==> src/rtl/instr_fetch_unit_if.sv <==
// ============================================================================
// Module   : instr_fetch_unit_if
// Brief    : Fetch-unit bus bundle: control inputs, instruction-memory
//            request/response port and the decoder-facing instruction port.
// Revision : 1.0 - initial release
// ============================================================================
`default_nettype none

interface instr_fetch_unit_if #(
    parameter int ADDR_W  = 8,
    parameter int INSTR_W = 8
);
    logic               fetch_en;
    logic               redirect_valid;
    logic [ADDR_W-1:0]  redirect_addr;
    logic               mem_req;
    logic [ADDR_W-1:0]  mem_addr;
    logic               mem_rvalid;
    logic [INSTR_W-1:0] mem_rdata;
    logic               instr_valid;
    logic               instr_ready;
    logic [INSTR_W-1:0] instr;
    logic [ADDR_W-1:0]  current_instr_addr;
    logic [ADDR_W-1:0]  next_instr_addr;

    // master is the fetch unit itself
    modport master (
        input  fetch_en, redirect_valid, redirect_addr, mem_rvalid, mem_rdata, instr_ready,
        output mem_req, mem_addr, instr_valid, instr, current_instr_addr, next_instr_addr
    );

    modport slave (
        output fetch_en, redirect_valid, redirect_addr, mem_rvalid, mem_rdata, instr_ready,
        input  mem_req, mem_addr, instr_valid, instr, current_instr_addr, next_instr_addr
    );
endinterface

`default_nettype wire

==> src/rtl/instr_fetch_unit.sv <==
// ============================================================================
// Module   : instr_fetch_unit
// Brief    : Single-outstanding instruction fetcher with a small FIFO toward
//            the decoder and branch/jump redirect flush. Define
//            FETCH_PREFETCH_BUF2_EN for a two-entry buffer (default: one).
// Revision : 1.0 - initial release
// ============================================================================
`default_nettype none

module instr_fetch_unit #(
    parameter int ADDR_W  = 8,
    parameter int INSTR_W = 8
) (
    input  wire logic           clk,
    input  wire logic           rst,
    instr_fetch_unit_if.master  bus
);

`ifdef FETCH_PREFETCH_BUF2_EN
    localparam logic [1:0] c_DEPTH = 2'd2;
`else
    localparam logic [1:0] c_DEPTH = 2'd1;
`endif

    typedef enum logic [1:0] {
        S_IDLE  = 2'd0,
        S_REQ   = 2'd1,
        S_WAIT  = 2'd2,
        S_DRAIN = 2'd3
    } state_t;

    state_t             r_state;
    state_t             w_nextState;
    logic [ADDR_W-1:0]  r_fetchAddr;
    logic [ADDR_W-1:0]  r_reqAddr;
    logic [1:0]         r_count;
    logic [INSTR_W-1:0] r_headInstr;
    logic [ADDR_W-1:0]  r_headAddr;
`ifdef FETCH_PREFETCH_BUF2_EN
    logic [INSTR_W-1:0] r_tailInstr;
    logic [ADDR_W-1:0]  r_tailAddr;
`endif

    logic       w_redirect;
    logic       w_deq;
    logic       w_enq;
    logic [1:0] w_countAfterDeq;
    logic       w_canIssue;

    // A redirect overrides both buffer ports in the cycle it is seen
    assign w_redirect      = bus.redirect_valid;
    assign w_deq           = (r_count != 2'd0) && bus.instr_ready && !w_redirect;
    assign w_enq           = (r_state == S_WAIT) && bus.mem_rvalid && !w_redirect;
    assign w_countAfterDeq = r_count - {1'b0, w_deq};
    assign w_canIssue      = bus.fetch_en && (w_countAfterDeq < c_DEPTH);

    // Whenever nothing is left outstanding after a redirect or a drained
    // response, the buffer is empty, so the redirected fetch can issue at once.
    always_comb begin
        w_nextState = r_state;
        case (r_state)
            S_IDLE: begin
                if (w_redirect) begin
                    w_nextState = bus.fetch_en ? S_REQ : S_IDLE;
                end else if (w_canIssue) begin
                    w_nextState = S_REQ;
                end
            end
            S_REQ: begin
                w_nextState = w_redirect ? S_DRAIN : S_WAIT;
            end
            S_WAIT: begin
                if (bus.mem_rvalid) begin
                    w_nextState = (w_redirect && bus.fetch_en) ? S_REQ : S_IDLE;
                end else if (w_redirect) begin
                    w_nextState = S_DRAIN;
                end
            end
            S_DRAIN: begin
                if (bus.mem_rvalid) begin
                    w_nextState = bus.fetch_en ? S_REQ : S_IDLE;
                end
            end
            default: begin
                w_nextState = S_IDLE;
            end
        endcase
    end

    always_ff @(posedge clk) begin
        if (rst) begin
            r_state     <= S_IDLE;
            r_fetchAddr <= '0;
            r_reqAddr   <= '0;
            r_count     <= 2'd0;
        end else begin
            r_state <= w_nextState;
            if (w_redirect) begin
                r_fetchAddr <= bus.redirect_addr;
            end else if (r_state == S_REQ) begin
                r_fetchAddr <= r_fetchAddr + ADDR_W'(1);
            end
            if (r_state == S_REQ) begin
                r_reqAddr <= r_fetchAddr;
            end
            if (w_redirect) begin
                r_count <= 2'd0;
            end else begin
                r_count <= w_countAfterDeq + {1'b0, w_enq};
            end
        end
    end

    // Head slot is never cleared on dequeue/flush so the outputs hold last values
    always_ff @(posedge clk) begin
        if (rst) begin
            r_headInstr <= '0;
            r_headAddr  <= '0;
`ifdef FETCH_PREFETCH_BUF2_EN
            r_tailInstr <= '0;
            r_tailAddr  <= '0;
`endif
        end else begin
`ifdef FETCH_PREFETCH_BUF2_EN
            if (w_deq && (r_count == 2'd2)) begin
                r_headInstr <= r_tailInstr;
                r_headAddr  <= r_tailAddr;
            end
            if (w_enq) begin
                if (w_countAfterDeq == 2'd0) begin
                    r_headInstr <= bus.mem_rdata;
                    r_headAddr  <= r_reqAddr;
                end else begin
                    r_tailInstr <= bus.mem_rdata;
                    r_tailAddr  <= r_reqAddr;
                end
            end
`else
            if (w_enq) begin
                r_headInstr <= bus.mem_rdata;
                r_headAddr  <= r_reqAddr;
            end
`endif
        end
    end

    assign bus.mem_req            = (r_state == S_REQ);
    assign bus.mem_addr           = r_fetchAddr;
    assign bus.instr_valid        = (r_count != 2'd0);
    assign bus.instr              = r_headInstr;
    assign bus.current_instr_addr = r_headAddr;
    assign bus.next_instr_addr    = r_headAddr + ADDR_W'(1);

endmodule

`default_nettype wire

==> src/flat_wrapper.sv <==
// flat-port wrapper written by rule: the top's interface ports become plain ports
module instr_fetch_unit_flat 
#(
    parameter int ADDR_W  = 8,
    parameter int INSTR_W = 8
)
  (clk, rst, bus_fetch_en, bus_redirect_valid, bus_redirect_addr, bus_mem_rvalid, bus_mem_rdata, bus_instr_ready, bus_mem_req, bus_mem_addr, bus_instr_valid, bus_instr, bus_current_instr_addr, bus_next_instr_addr);
  instr_fetch_unit_if #(.ADDR_W(ADDR_W), .INSTR_W(INSTR_W)) bus_i ();
  input  wire logic clk;
  input  wire logic rst;
  input wire logic [$bits(bus_i.fetch_en)-1:0] bus_fetch_en;
  input wire logic [$bits(bus_i.redirect_valid)-1:0] bus_redirect_valid;
  input wire logic [$bits(bus_i.redirect_addr)-1:0] bus_redirect_addr;
  input wire logic [$bits(bus_i.mem_rvalid)-1:0] bus_mem_rvalid;
  input wire logic [$bits(bus_i.mem_rdata)-1:0] bus_mem_rdata;
  input wire logic [$bits(bus_i.instr_ready)-1:0] bus_instr_ready;
  output wire logic [$bits(bus_i.mem_req)-1:0] bus_mem_req;
  output wire logic [$bits(bus_i.mem_addr)-1:0] bus_mem_addr;
  output wire logic [$bits(bus_i.instr_valid)-1:0] bus_instr_valid;
  output wire logic [$bits(bus_i.instr)-1:0] bus_instr;
  output wire logic [$bits(bus_i.current_instr_addr)-1:0] bus_current_instr_addr;
  output wire logic [$bits(bus_i.next_instr_addr)-1:0] bus_next_instr_addr;
  assign bus_i.fetch_en = bus_fetch_en;
  assign bus_i.redirect_valid = bus_redirect_valid;
  assign bus_i.redirect_addr = bus_redirect_addr;
  assign bus_i.mem_rvalid = bus_mem_rvalid;
  assign bus_i.mem_rdata = bus_mem_rdata;
  assign bus_i.instr_ready = bus_instr_ready;
  assign bus_mem_req = bus_i.mem_req;
  assign bus_mem_addr = bus_i.mem_addr;
  assign bus_instr_valid = bus_i.instr_valid;
  assign bus_instr = bus_i.instr;
  assign bus_current_instr_addr = bus_i.current_instr_addr;
  assign bus_next_instr_addr = bus_i.next_instr_addr;
  instr_fetch_unit #(.ADDR_W(ADDR_W), .INSTR_W(INSTR_W)) u_core (.clk(clk), .rst(rst), .bus(bus_i));
endmodule
==> config.mk <==
export PLATFORM = sky130hd
export DESIGN_NAME = instr_fetch_unit_flat
export DESIGN_NICKNAME = d
export VERILOG_FILES = /design/src/rtl/instr_fetch_unit_if.sv /design/src/rtl/instr_fetch_unit.sv /design/src/flat_wrapper.sv
export SDC_FILE = /design/constraint.sdc
export NUM_CORES = 1
export LEC_CHECK = 0
export ABC_AREA = 1
export BUFFER_PORTS_ARGS = -buffer_cell sky130_fd_sc_hd__clkbuf_2
export CAP_MARGIN = 20
export CORE_AREA = 2 2 74 76
export CTS_CLUSTER_DIAMETER = 60
export DETAILED_ROUTE_END_ITERATION = 8
export DIE_AREA = 0 0 76 78
export PLACE_DENSITY = 0.57
export SYNTH_ARGS = -nofsm -noshare
export SYNTH_HDL_FRONTEND = slang
export SYNTH_SLANG_ARGS = --single-unit
==> constraint.sdc <==
create_clock -name clk -period 1.9 [get_ports clk]
set_clock_uncertainty 0.1 [all_clocks]
set_input_delay 0.38 -clock clk [delete_from_list [all_inputs] [get_ports clk]]
set_output_delay 0.38 -clock clk [all_outputs]
set_load 0.005 [all_outputs]
Word level (Yosys, flattened, before mapping)
Index checks and enable logic that the tools add are counted.

storage, ports and cells
  bits in registers = 36
  bits in latches = 0
  bits in writable memories = 0
  bits in read-only memories = 0
  bits of input ports = 22
  output and inout bits = 34
  word-level logic and storage cells = 40
  memories kept = 0

cells by class
  add/subtract/negate cells = 4
  multipliers = 0
  div/mod/pow operators = 0
  magnitude comparators = 1
  equal/unequal tests = 6
  shifts and indexed selects = 0
  multiplexer cells = 11
  bitwise logic cells = 0
  reduce and logical (&&, ||, !) cells = 12

operators by type and width
  kind                                                                           count
  8-bit by 1-bit adder with 8-bit output (second input constant)                 2
  8-bit 2-to-1 mux                                                               2
  2-bit 2-to-1 mux                                                               5
  2-bit one-hot mux with 4 select lines                                          1
  1-bit logical AND                                                              6
  2-bit == test (second input constant)                                          2
  2-bit nonzero test                                                             2
  1-bit 2-to-1 mux                                                               3
  3-bit by 2-bit inequality test with 1-bit output (second input constant)       1
  3-bit inequality test (second input constant)                                  1
  3-bit AND reduction                                                            1
  2-bit by 1-bit adder with 2-bit output                                         1
  2-bit by 1-bit == test with 1-bit output (second input constant)               1
  2-bit logical NOT                                                              1
  2-bit by 1-bit less-than comparator with 1-bit output (second input constant)  1
  2-bit inequality test (second input constant)                                  1
  2-bit OR reduction                                                             1
  2-bit by 1-bit subtractor with 2-bit output                                    1
  1-bit logical NOT                                                              1

Depth between registers and ports, before layout
Gate-level depths: netlist of the first run.

  word-level depth = 9
  gate-level depth with buffers = 11
  mapped depth without buffers = 11

Least setup slack after synthesis of the first run
Ideal clock, no wire load.

  path kind = input to register
  from = in bus_redirect_valid
  to = reg u_core.r_count[1]
  library setup time = 0.119 ns
  arrival time = 1.266 ns
  required time = 1.681 ns
  slack = 0.415 ns
  stages = 9
  buffers on the path = 0
  path through = inv_2 > nand2_1 > nor2_1 > ha_1 > inv_1 > ha_1 > inv_1 > o21ai_0 > a21oi_1

on the way
  word-level cells in the longest chain between the ends = 4
  elaborated cells on any way between the ends = 6
  classes of those cells = add/sub (2); reduce/logical (4)

RTL lines
  element                                      RTL line                                        text
  from (decl)                                  flat_wrapper.sv:12                              input wire logic [$bits(bus_i.redirect_valid)-1:0] bus_redirect_valid;
  1-bit logical NOT                            instr_fetch_unit.sv:52, instr_fetch_unit.sv:53
  1-bit logical AND                            instr_fetch_unit.sv:52                          assign w_deq = (r_count != 2'd0) && bus.instr_ready && !w_redirect;
  2-bit by 1-bit subtractor with 2-bit output  instr_fetch_unit.sv:54                          assign w_countAfterDeq = r_count - {1'b0, w_deq};
  2-bit by 1-bit adder with 2-bit output       instr_fetch_unit.sv:109                         r_count <= w_countAfterDeq + {1'b0, w_enq};
  to (signal assigned)                         instr_fetch_unit.sv:109
  to (decl)                                    instr_fetch_unit.sv:36                          logic [1:0] r_count;

Several ways; a longest one is shown, not always the timed one.
A chain may end at the register's enable or synchronous reset.

Worst setup path after layout of the first run
  from = reg u_core.r_headAddr[0] (netlist: u_core.bus.current_instr_addr[0])
  to = out bus_next_instr_addr[6]

on the way
  word-level cells in the longest chain between the ends = 1

RTL lines
  element                                 RTL line                 text
  from (decl)                             instr_fetch_unit.sv:38   logic [ADDR_W-1:0] r_headAddr;
  from (signal assigned)                  instr_fetch_unit.sv:141  r_headAddr <= r_reqAddr;
  8-bit by 1-bit adder with 8-bit output  instr_fetch_unit.sv:152  assign bus.next_instr_addr = r_headAddr + ADDR_W'(1);
  to (decl)                               flat_wrapper.sv:22       output wire logic [$bits(bus_i.next_instr_addr)-1:0] bus_next_instr_addr;

No other way between the ends.

==> run summary, run 1 <==
Layout fillers: 562
Synth top area cells: dfxtp_1 41%, nor2_1 10%, o21ai_0 8.8%
Reg2Reg Launch Point: u_core.r_count[1]
Worst EP arrival: 1.30 ns
Post-detailed-route count of antenna-violating nets: 0
Relative slew slack: 76.45%
Crit end category: output pin
Vias: 1684
Setup TNS: 0 ns
Total Power: 1.770 mW
Cell Area, Synth: 1755 µm²
Final WS setup: 0.1199 ns
Die Ht: 78 µm
Leakage: 1.027 nW
Clock root cell: clkbuf_8
Area of the core region: 5042 µm²
Buffers on Ports: 55
Util after Layout: 44.44%
Critical R2R Capture: u_core.r_state[1]
Clk pin slew, worst setup/hold paths: 0.07 ns
First-pass GRT wire length: 6.762 mm
Synth Register Bits: 36
Area leader, netlist: dfxtp_1
Worst Hold Class: primary input to register
Total track usage: 14.12%
Num rows: 26
Post-CTS Setup Bufs: 0
Syn Inst Count: 247
1st-iter DRT viols: 54
Max Cap Viol: 0
Synth top area share: 41.05%
DR WL/cell: 10.73 µm
DP HPWL: 3.009 mm
Commonest non-fill, non-tap cell in the layout: clkbuf_2
FFs w/ async S/R, synth: 0%
Most frequent cells in the layout: 55 x clkbuf_2, 45 x nor2_1, 40 x nand2_1
Max VDD drop: 0.0002779 V
Final hold violations: 0
Initial antenna violation count: 0
I/O pin cnt: 56
Setup Viol. Count Final: 0
CTS sink count: 36
Initial DRT Pass Iterations: 4
CTS tree: done
Number of global-route vias before repair: 1529
Worst setup path category: register to output pin
Synth-to-layout area growth: 27.66%
Max clock buf depth: 2
Largest net degree at the start of global routing: 21
Min cycle time layout: 1.780 ns
Critical path origin: u_core.bus.current_instr_addr[0]
DR vias/cell: 4.455
Die ar.: 5928 µm²
Post-Route WL: 4.057 mm
Status: complete, no violations
Worst EP required: 1.42 ns
Syn nets: 273
Worst reg-to-reg path cell count: 10
Place WS: 0.2738 ns
Htree depth: 2
TritonCTS buffer count: 5
Clock latency on the worst-skew pair: 0.29 ns
Die width: 76 µm
Diodes inserted: 0
Capture point of the worst path: bus_next_instr_addr[6]
Worst Path Max Fanout: 4
Crit start category: register
Reg-to-reg slack, setup: 0.39 ns
Synth Area per Inst: 7.107 µm²
Ys Warns: 0
Sequential area share after synthesis: 41.05%
Nets: 333
Final hold slack: 0.2367 ns
Fmax: 0.5618 GHz
Crit share post-route: 93.69%
Post-synth EDFFs: 0
Fin. max-slew vios: 0
Share of layout cells above drive strength 1: 27.60%
PD cells: 790.0 nW/µm²
Post-synthesis cell type count: 29
Worst Tran Pin Value: 0.3528 ns
Starting Density: 34.81%
RePlAce Congestion: 0.7555
Grt ovf: 0
Drt drc: 0
Top FF cell, synth: dfxtp_1
critical path, cell delays in order, from the launching register on:
cell and delay [ns]:
dfxtp_4 0.38, ha_4 0.14, nand3_2 0.10, nor2_2 0.11, xor2_1 0.16, clkbuf_2 0.13
cell usage after synthesis, types with 2 or more instances:
cell and number:
xnor2_1 3, o21ai_1 2, a21oi_1 14, buf_4 3, o21ai_0 31, inv_1 22
inv_2 2, dfxtp_1 36, nand2_1 40, nand3_1 16, nand4_1 2, buf_2 3
nor2_1 47, a31oi_1 3, xor2_1 5, nor2_2 2, ha_1 4
sequential cells by signal (all words and copies together), names as in the netlist:
name,flops
u_core.r_state,2
u_core.r_count,2
u_core.bus.mem_addr,8
u_core.r_reqAddr,8
u_core.bus.current_instr_addr,8
u_core.bus.instr,8
cells by family (layout without fill, tap and decap cells):
logic type | after synthesis | in the layout | share of synthesized area [%]
XOR/XNOR | 8 | 8 | 3.992
buffers and inverters | 35 | 96 | 8.980
adder cells (fa/ha/maj) | 4 | 4 | 2.851
AND/OR/NAND/NOR | 112 | 112 | 27.80
flip-flops | 36 | 36 | 41.05
AO/OA/AOI/OAI | 52 | 52 | 15.32
how the worst min path moves through the flow:
stage / cells past startpoint / start / endpoint
after floorplan: 2 / u_core.r_reqAddr[1] / u_core.r_reqAddr[1]
after global placement: 2 / u_core.bus.instr[2] / u_core.bus.instr[2]
after global routing: 3 / bus_redirect_addr[2] / u_core.bus.mem_addr[2]
after detailed placement: 2 / u_core.r_reqAddr[1] / u_core.r_reqAddr[1]
after CTS: 3 / bus_redirect_addr[1] / u_core.bus.mem_addr[1]
final: 3 / bus_redirect_addr[1] / u_core.bus.mem_addr[1]
final cells by class:
| class | instances | area (µm²) | share of cell area [%] |
|---|---|---|---|
| Inverter | 26 | 101.3 | 4.523 |
| Sequential cell | 36 | 729.5 | 32.55 |
| Clock buffer | 8 | 90.09 | 4.020 |
| Timing Repair Buffer | 62 | 327.8 | 14.63 |
| Multi-Input combinational cell | 176 | 904.6 | 40.37 |
| Tap cell | 70 | 87.58 | 3.908 |
metal layers:
layer	part of all wire, %	global-route usage [%]
met1	50	17.75
met4	1.3	5.455
met5	0	0
met2	42	22.23
met3	7.2	5.000
through the flow:
| step | std cells | area (µm²) |
|---|---|---|
| floorplan | 247 | 1755 |
| global placement | 370 | 2115 |
| detailed placement | 370 | 2115 |
| CTS | 378 | 2216 |
| global route | 378 | 2241 |
| finish | 378 | 2241 |
power breakdown:
group	internal (mW)	switching, mW
clock	0.296	0.267
sequential	0.819	0.0628
combinational	0.140	0.185
total	1.26	0.515
timing repair:
item                                    4_1_cts  5_1_grt
pin swaps                                     1        1
endpoints found under the setup margin        2        2
hold buffers                                  0        0
resized for setup                             5        6
Power figures use the tool's default switching activity.
==> run 2, diff against run 1 <==
--- a/config.mk
+++ b/config.mk
@@ -12,7 +12,7 @@
 export CTS_CLUSTER_DIAMETER = 60
 export DETAILED_ROUTE_END_ITERATION = 8
 export DIE_AREA = 0 0 76 78
-export PLACE_DENSITY = 0.57
+export PLACE_DENSITY = 0.59
 export SYNTH_ARGS = -nofsm -noshare
 export SYNTH_HDL_FRONTEND = slang
 export SYNTH_SLANG_ARGS = --single-unit
==> constraint.sdc (replaced) <==
create_clock -name clk -period 1.61 [get_ports clk]
set_clock_uncertainty 0.1 [all_clocks]
set_input_delay 0.322 -clock clk [delete_from_list [all_inputs] [get_ports clk]]
set_output_delay 0.322 -clock clk [all_outputs]
set_load 0.005 [all_outputs]
==> run 2 against run 1 <==
The flow now finishes with violations (setup timing). Via count increased by 3.9%. Clock power grew 16%. Cell area increased by 5.6%. Core utilization increased by 2.5 points. Routed wire length increased by 5.6%. Count of clock-buffer cells in the layout down 3. Worst hold slack got worse by 0.066 ns. Sequential share of layout area down 1.4 points. Global-route usage is 1.4 points higher. Non-clock buffer count grew 10. Sequential cell count unchanged. Largest cell class unchanged. Highest routed layer unchanged.
==> run summary, run 2 (same netlist as run 1, synthesis figures left out) <==
Total track usage: 15.51%
Setup Viol. Count Final: 3
Reg-to-reg slack, setup: 0.16 ns
Clock root cell: clkbuf_8
Die Ht: 78 µm
Cell Area, Placed: 2165 µm²
Grt ovf: 0
RePlAce Congestion: 0.8158
Total Power: 2.119 mW
Crit share post-route: 103.4%
Clk pin slew, worst setup/hold paths: 0.08 ns
Status: finished with violations
CTS tree: done
Setup TNS: -0.1049 ns
Vias: 1750
RSZ-0062 raised after global routing: true
Worst setup path category: register to output pin
I/O pin cnt: 56
Final instance area: 2366 µm²
Min-delay src: bus_redirect_addr[2]
Htree depth: 2
Crit end category: output pin
Post-Route WL: 4.283 mm
Worst reg-to-reg path cell count: 8
Max Cap Viol: 0
Leakage: 1.094 nW
Fin. max-slew vios: 0
Crit start category: register
Initial DRT Pass Iterations: 4
First-pass GRT wire length: 7.403 mm
Switching Fraction: 31.09%
Worst EP required: 1.19 ns
Area of the core region: 5042 µm²
Die ar.: 5928 µm²
Clock latency on the worst-skew pair: 0.29 ns
1st-iter DRT viols: 44
Synth-to-layout area growth: 34.78%
Min cycle time layout: 1.665 ns
Worst Tran Pin Value: 0.2897 ns
Initial antenna violation count: 0
Relative slew slack: 80.67%
Reg2Reg Launch Point: u_core.r_count[1]
CTS sink count: 36
Clock Power Share: 30.7%
Failing checks: setup timing
Place WS: 0.08837 ns
Sequential power share: 48.3%
TritonCTS buffer count: 5
Logic gate share of total power: 21.0%
DR vias/cell: 4.510
Worst EP arrival: 1.24 ns
Hold EP: u_core.bus.mem_addr[2]
Post-detailed-route count of antenna-violating nets: 0
Nets: 343
Worst hold path cell count: 3
Fmax: 0.6007 GHz
Post-CTS Hold Fix Bufs: 0
Internal Power: 1.460 mW
DR WL/cell: 11.04 µm
Most frequent cells in the layout: 50 x clkbuf_2, 44 x nor2_1, 40 x nand2_1
Max VDD drop: 0.0004170 V
Final Non-Filler Cells: 388
Num rows: 26
Worst Hold Class: primary input to register
Final hold violations: 0
Buffers on Ports: 55
Die width: 76 µm
P_sw: 658.8 µW
Final hold slack: 0.1709 ns
Share of layout cells above drive strength 1: 31.76%
Starting Density: 34.81%
Util after Layout: 46.92%
Max clock buf depth: 2
Largest net degree at the start of global routing: 21
Drt drc: 0
Critical R2R Capture: u_core.r_count[1]
Placed Instances: 375
PD cells: 895.5 nW/µm²
DP HPWL: 3.112 mm
Commonest non-fill, non-tap cell in the layout: clkbuf_2
Final WS setup: -0.05471 ns
Diodes inserted: 0
Number of global-route vias before repair: 1681
Worst Path Max Fanout: 4
## run 2: layer usage
layer  share of wire, %  up-vias  global-route usage (%)
met2                 45       45                   26.16
met3                4.7        2                   4.767
li1                   -      949                       -
met1                 50      754                   18.83
met5                  0        -                       0
met4               0.35        0                   5.273
## run 2: cell type report
class	instances	area (µm²)
clock buffers	5	68.82
clock inverters	3	18.77
well taps	70	87.58
multi-input cells	176	937.1
flip-flops and latches	36	737.0
inverters	26	101.3
fillers	526	2676
repair buffers	72	415.4
## run 2: power groups by stage
| stage | clock network, mW | registers [mW] | logic (mW) |
|---|---|---|---|
| floorplan | 0 | 1.03 | 0.282 |
| global placement | 0 | 1.04 | 0.429 |
| detailed placement | 0 | 1.04 | 0.434 |
| CTS | 0.681 | 1.02 | 0.444 |
| global route | 0.717 | 1.04 | 0.510 |
| finish | 0.651 | 1.02 | 0.444 |
## run 2: repair_timing
action                     4_1_cts  5_1_grt
resized for setup               16       11
pin swaps                        6        5
hold endpoints to repair         0        0
setup endpoints to repair        4        7
buffers inserted                 4        1
## run 2: worst max path at each step
stage / start / to / slack [ns]
4_1_cts: u_core.bus.current_instr_addr[0] / bus_next_instr_addr[7] / -0.10
2_1_floorplan: u_core.r_state[1] / u_core.r_count[0] / 0.13
3_3_place_gp: u_core.bus.current_instr_addr[2] / bus_next_instr_addr[7] / 0.12
3_5_place_dp: u_core.bus.current_instr_addr[2] / bus_next_instr_addr[7] / 0.09
6_report: u_core.bus.current_instr_addr[0] / bus_next_instr_addr[6] / -0.05
5_1_grt: u_core.bus.current_instr_addr[0] / bus_next_instr_addr[6] / -0.17
## run 2: worst max-delay path, cell delays in order, from the launching register on
cell and delay [ns]:
dfxtp_4 0.39, ha_4 0.16, nand3_4 0.07, nor2_4 0.08
xor2_1 0.13, buf_2 0.12
==> run 3, diff against run 2 <==
--- a/config.mk
+++ b/config.mk
@@ -13,6 +13,7 @@
 export DETAILED_ROUTE_END_ITERATION = 8
 export DIE_AREA = 0 0 76 78
 export PLACE_DENSITY = 0.59
+export SETUP_SLACK_MARGIN = 0.4
 export SYNTH_ARGS = -nofsm -noshare
 export SYNTH_HDL_FRONTEND = slang
 export SYNTH_SLANG_ARGS = --single-unit
==> run 3 against run 2 <==
The flow still finishes with violations (setup timing). Global-route usage up 1.4 points. Clock power up 21%. Combinational power up 68%. Register-to-register slack better by 0.03 ns. Routed wire length up 25%. Maximum frequency down 2.1%. Via count up 11%. Power up 22%. Worst hold slack worse by 0.0065 ns. Largest cell class unchanged. Sequential cell count unchanged. Sequential power up 4%. Cell count up 8.5%.
==> run summary, run 3 (same netlist as run 1, synthesis figures left out) <==
Worst Tran Pin Value: 0.2114 ns
Post-detailed-route count of antenna-violating nets: 0
Clock latency on the worst-skew pair: 0.29 ns
RePlAce Congestion: 0.8004
Die Ht: 78 µm
CTS sink count: 36
DR vias/cell: 4.608
Setup Viol. Count Final: 3
Post-CTS Hold Fix Bufs: 0
Critical path origin: u_core.bus.current_instr_addr[0]
DR WL/cell: 12.71 µm
Diodes inserted: 0
Failing checks: setup timing
Fmax: 0.5884 GHz
Post-Route WL: 5.349 mm
Final hold violations: 0
DP HPWL: 2.958 mm
Relative slew slack: 85.76%
Status: finished with violations
Critical R2R Capture: u_core.r_state[0]
Reg2Reg Launch Point: u_core.r_count[0]
Nets: 376
Max VDD drop: 0.0004368 V
Max Cap Viol: 0
Starting Density: 34.81%
Clk pin slew, worst setup/hold paths: 0.07 ns
Clock root cell: clkbuf_8
CTS tree: done
Most frequent cells in the layout: 42 x clkbuf_2, 35 x nor2_1, 34 x nand2_1
Commonest non-fill, non-tap cell in the layout: clkbuf_2
Total track usage: 16.94%
Buffers on Ports: 55
Crit start category: register
Total Power: 2.589 mW
Leakage: 1.420 nW
Fin. max-slew vios: 0
Capture point of the worst path: bus_next_instr_addr[7]
Worst Hold Class: primary input to register
Worst setup path category: register to output pin
Initial antenna violation count: 0
Die ar.: 5928 µm²
Crit end category: output pin
Final hold slack: 0.1644 ns
Vias: 1940
Initial DRT Pass Iterations: 4
Min cycle time layout: 1.700 ns
Reg-to-reg slack, setup: 0.19 ns
Crit share post-route: 105.6%
Drt drc: 0
RSZ-0062 raised after global routing: true
Htree depth: 2
Share of layout cells above drive strength 1: 60.68%
TritonCTS buffer count: 5
PD cells: 799.0 nW/µm²
Largest net degree at the start of global routing: 25
Synth-to-layout area growth: 84.60%
Worst EP required: 1.19 ns
Final WS setup: -0.08959 ns
Grt ovf: 0
Max clock buf depth: 2
Number of global-route vias before repair: 1715
1st-iter DRT viols: 57
Worst EP arrival: 1.28 ns
I/O pin cnt: 56
Worst Path Max Fanout: 3
Worst reg-to-reg path cell count: 10
Num rows: 26
Die width: 76 µm
Area of the core region: 5042 µm²
First-pass GRT wire length: 7.893 mm
run 3: cell count changes in the layout (fill, tap and decap cells not counted), sizes merged:
cell | before | now
bufinv | 0 | 1
clkinv | 4 | 2
clkbuf | 55 | 48
buf | 22 | 63
run 3: cell type report:
cell class,count,area [µm²]
Timing Repair Buffer,105,877.1
Sequential cell,36,785.8
Fill cell,440,1802
Inverter,26,128.9
Clock buffer,6,72.57
Tap cell,70,87.58
Multi-Input combinational cell,176,1254
Clock inverter,2,35.03
run 3: worst min path at each step:
stage	from	end	depth (start not counted)
after detailed placement	u_core.r_reqAddr[2]	u_core.r_reqAddr[2]	2
after global placement	u_core.bus.instr[2]	u_core.bus.instr[2]	2
after global routing	bus_mem_rdata[1]	u_core.bus.instr[1]	3
after floorplan	u_core.r_reqAddr[1]	u_core.r_reqAddr[1]	2
after CTS	bus_redirect_addr[1]	u_core.bus.mem_addr[1]	3
final	bus_redirect_addr[1]	u_core.bus.mem_addr[1]	3
run 3: critical path, cell delays in order, from the launching register on:
cell and delay, ns:
dfxtp_4 0.38, nand3_4 0.10, nor2_4 0.10, nand4_1 0.11
xnor2_1 0.18, buf_2 0.13
run 3: metal layers:
metal	up-vias	GRT usage, %	part of all wire (%)
met5	-	0	0
met4	0	5.455	0.75
met3	4	6.047	6.0
met2	54	29.02	52
met1	870	19.81	41
li1	1012	-	-
run 3: where the power goes:
part	switching, mW	leakage, nW	internal (mW)
Combinational	0.364	1.06	0.383
Clock	0.327	0.0552	0.459
Sequential	0.0879	0.309	0.968
run 3: repair_timing:
item | in CTS | in global routing
gates resized for setup | 93 | 73
setup endpoints to repair | 55 | 64
setup buffers | 18 | 18
gates cloned | 4 | 1
pin swaps | 30 | 39
run 3: through the flow:
| step | worst slack, ns | util, % | area, µm² | std cells | setup TNS (ns) |
|---|---|---|---|---|---|
| floorplan | 0.1962 | - | 1853 | 247 | 0 |
| global placement | -0.001486 | 44.19 | 2228 | 372 | -0.001486 |
| detailed placement | -0.009716 | 44.19 | 2228 | 372 | -0.01405 |
| CTS | -0.08328 | 56.15 | 2831 | 402 | -0.1945 |
| global route | -0.1622 | 64.27 | 3241 | 421 | -0.5846 |
| finish | -0.08959 | 64.27 | 3241 | 421 | -0.2011 |
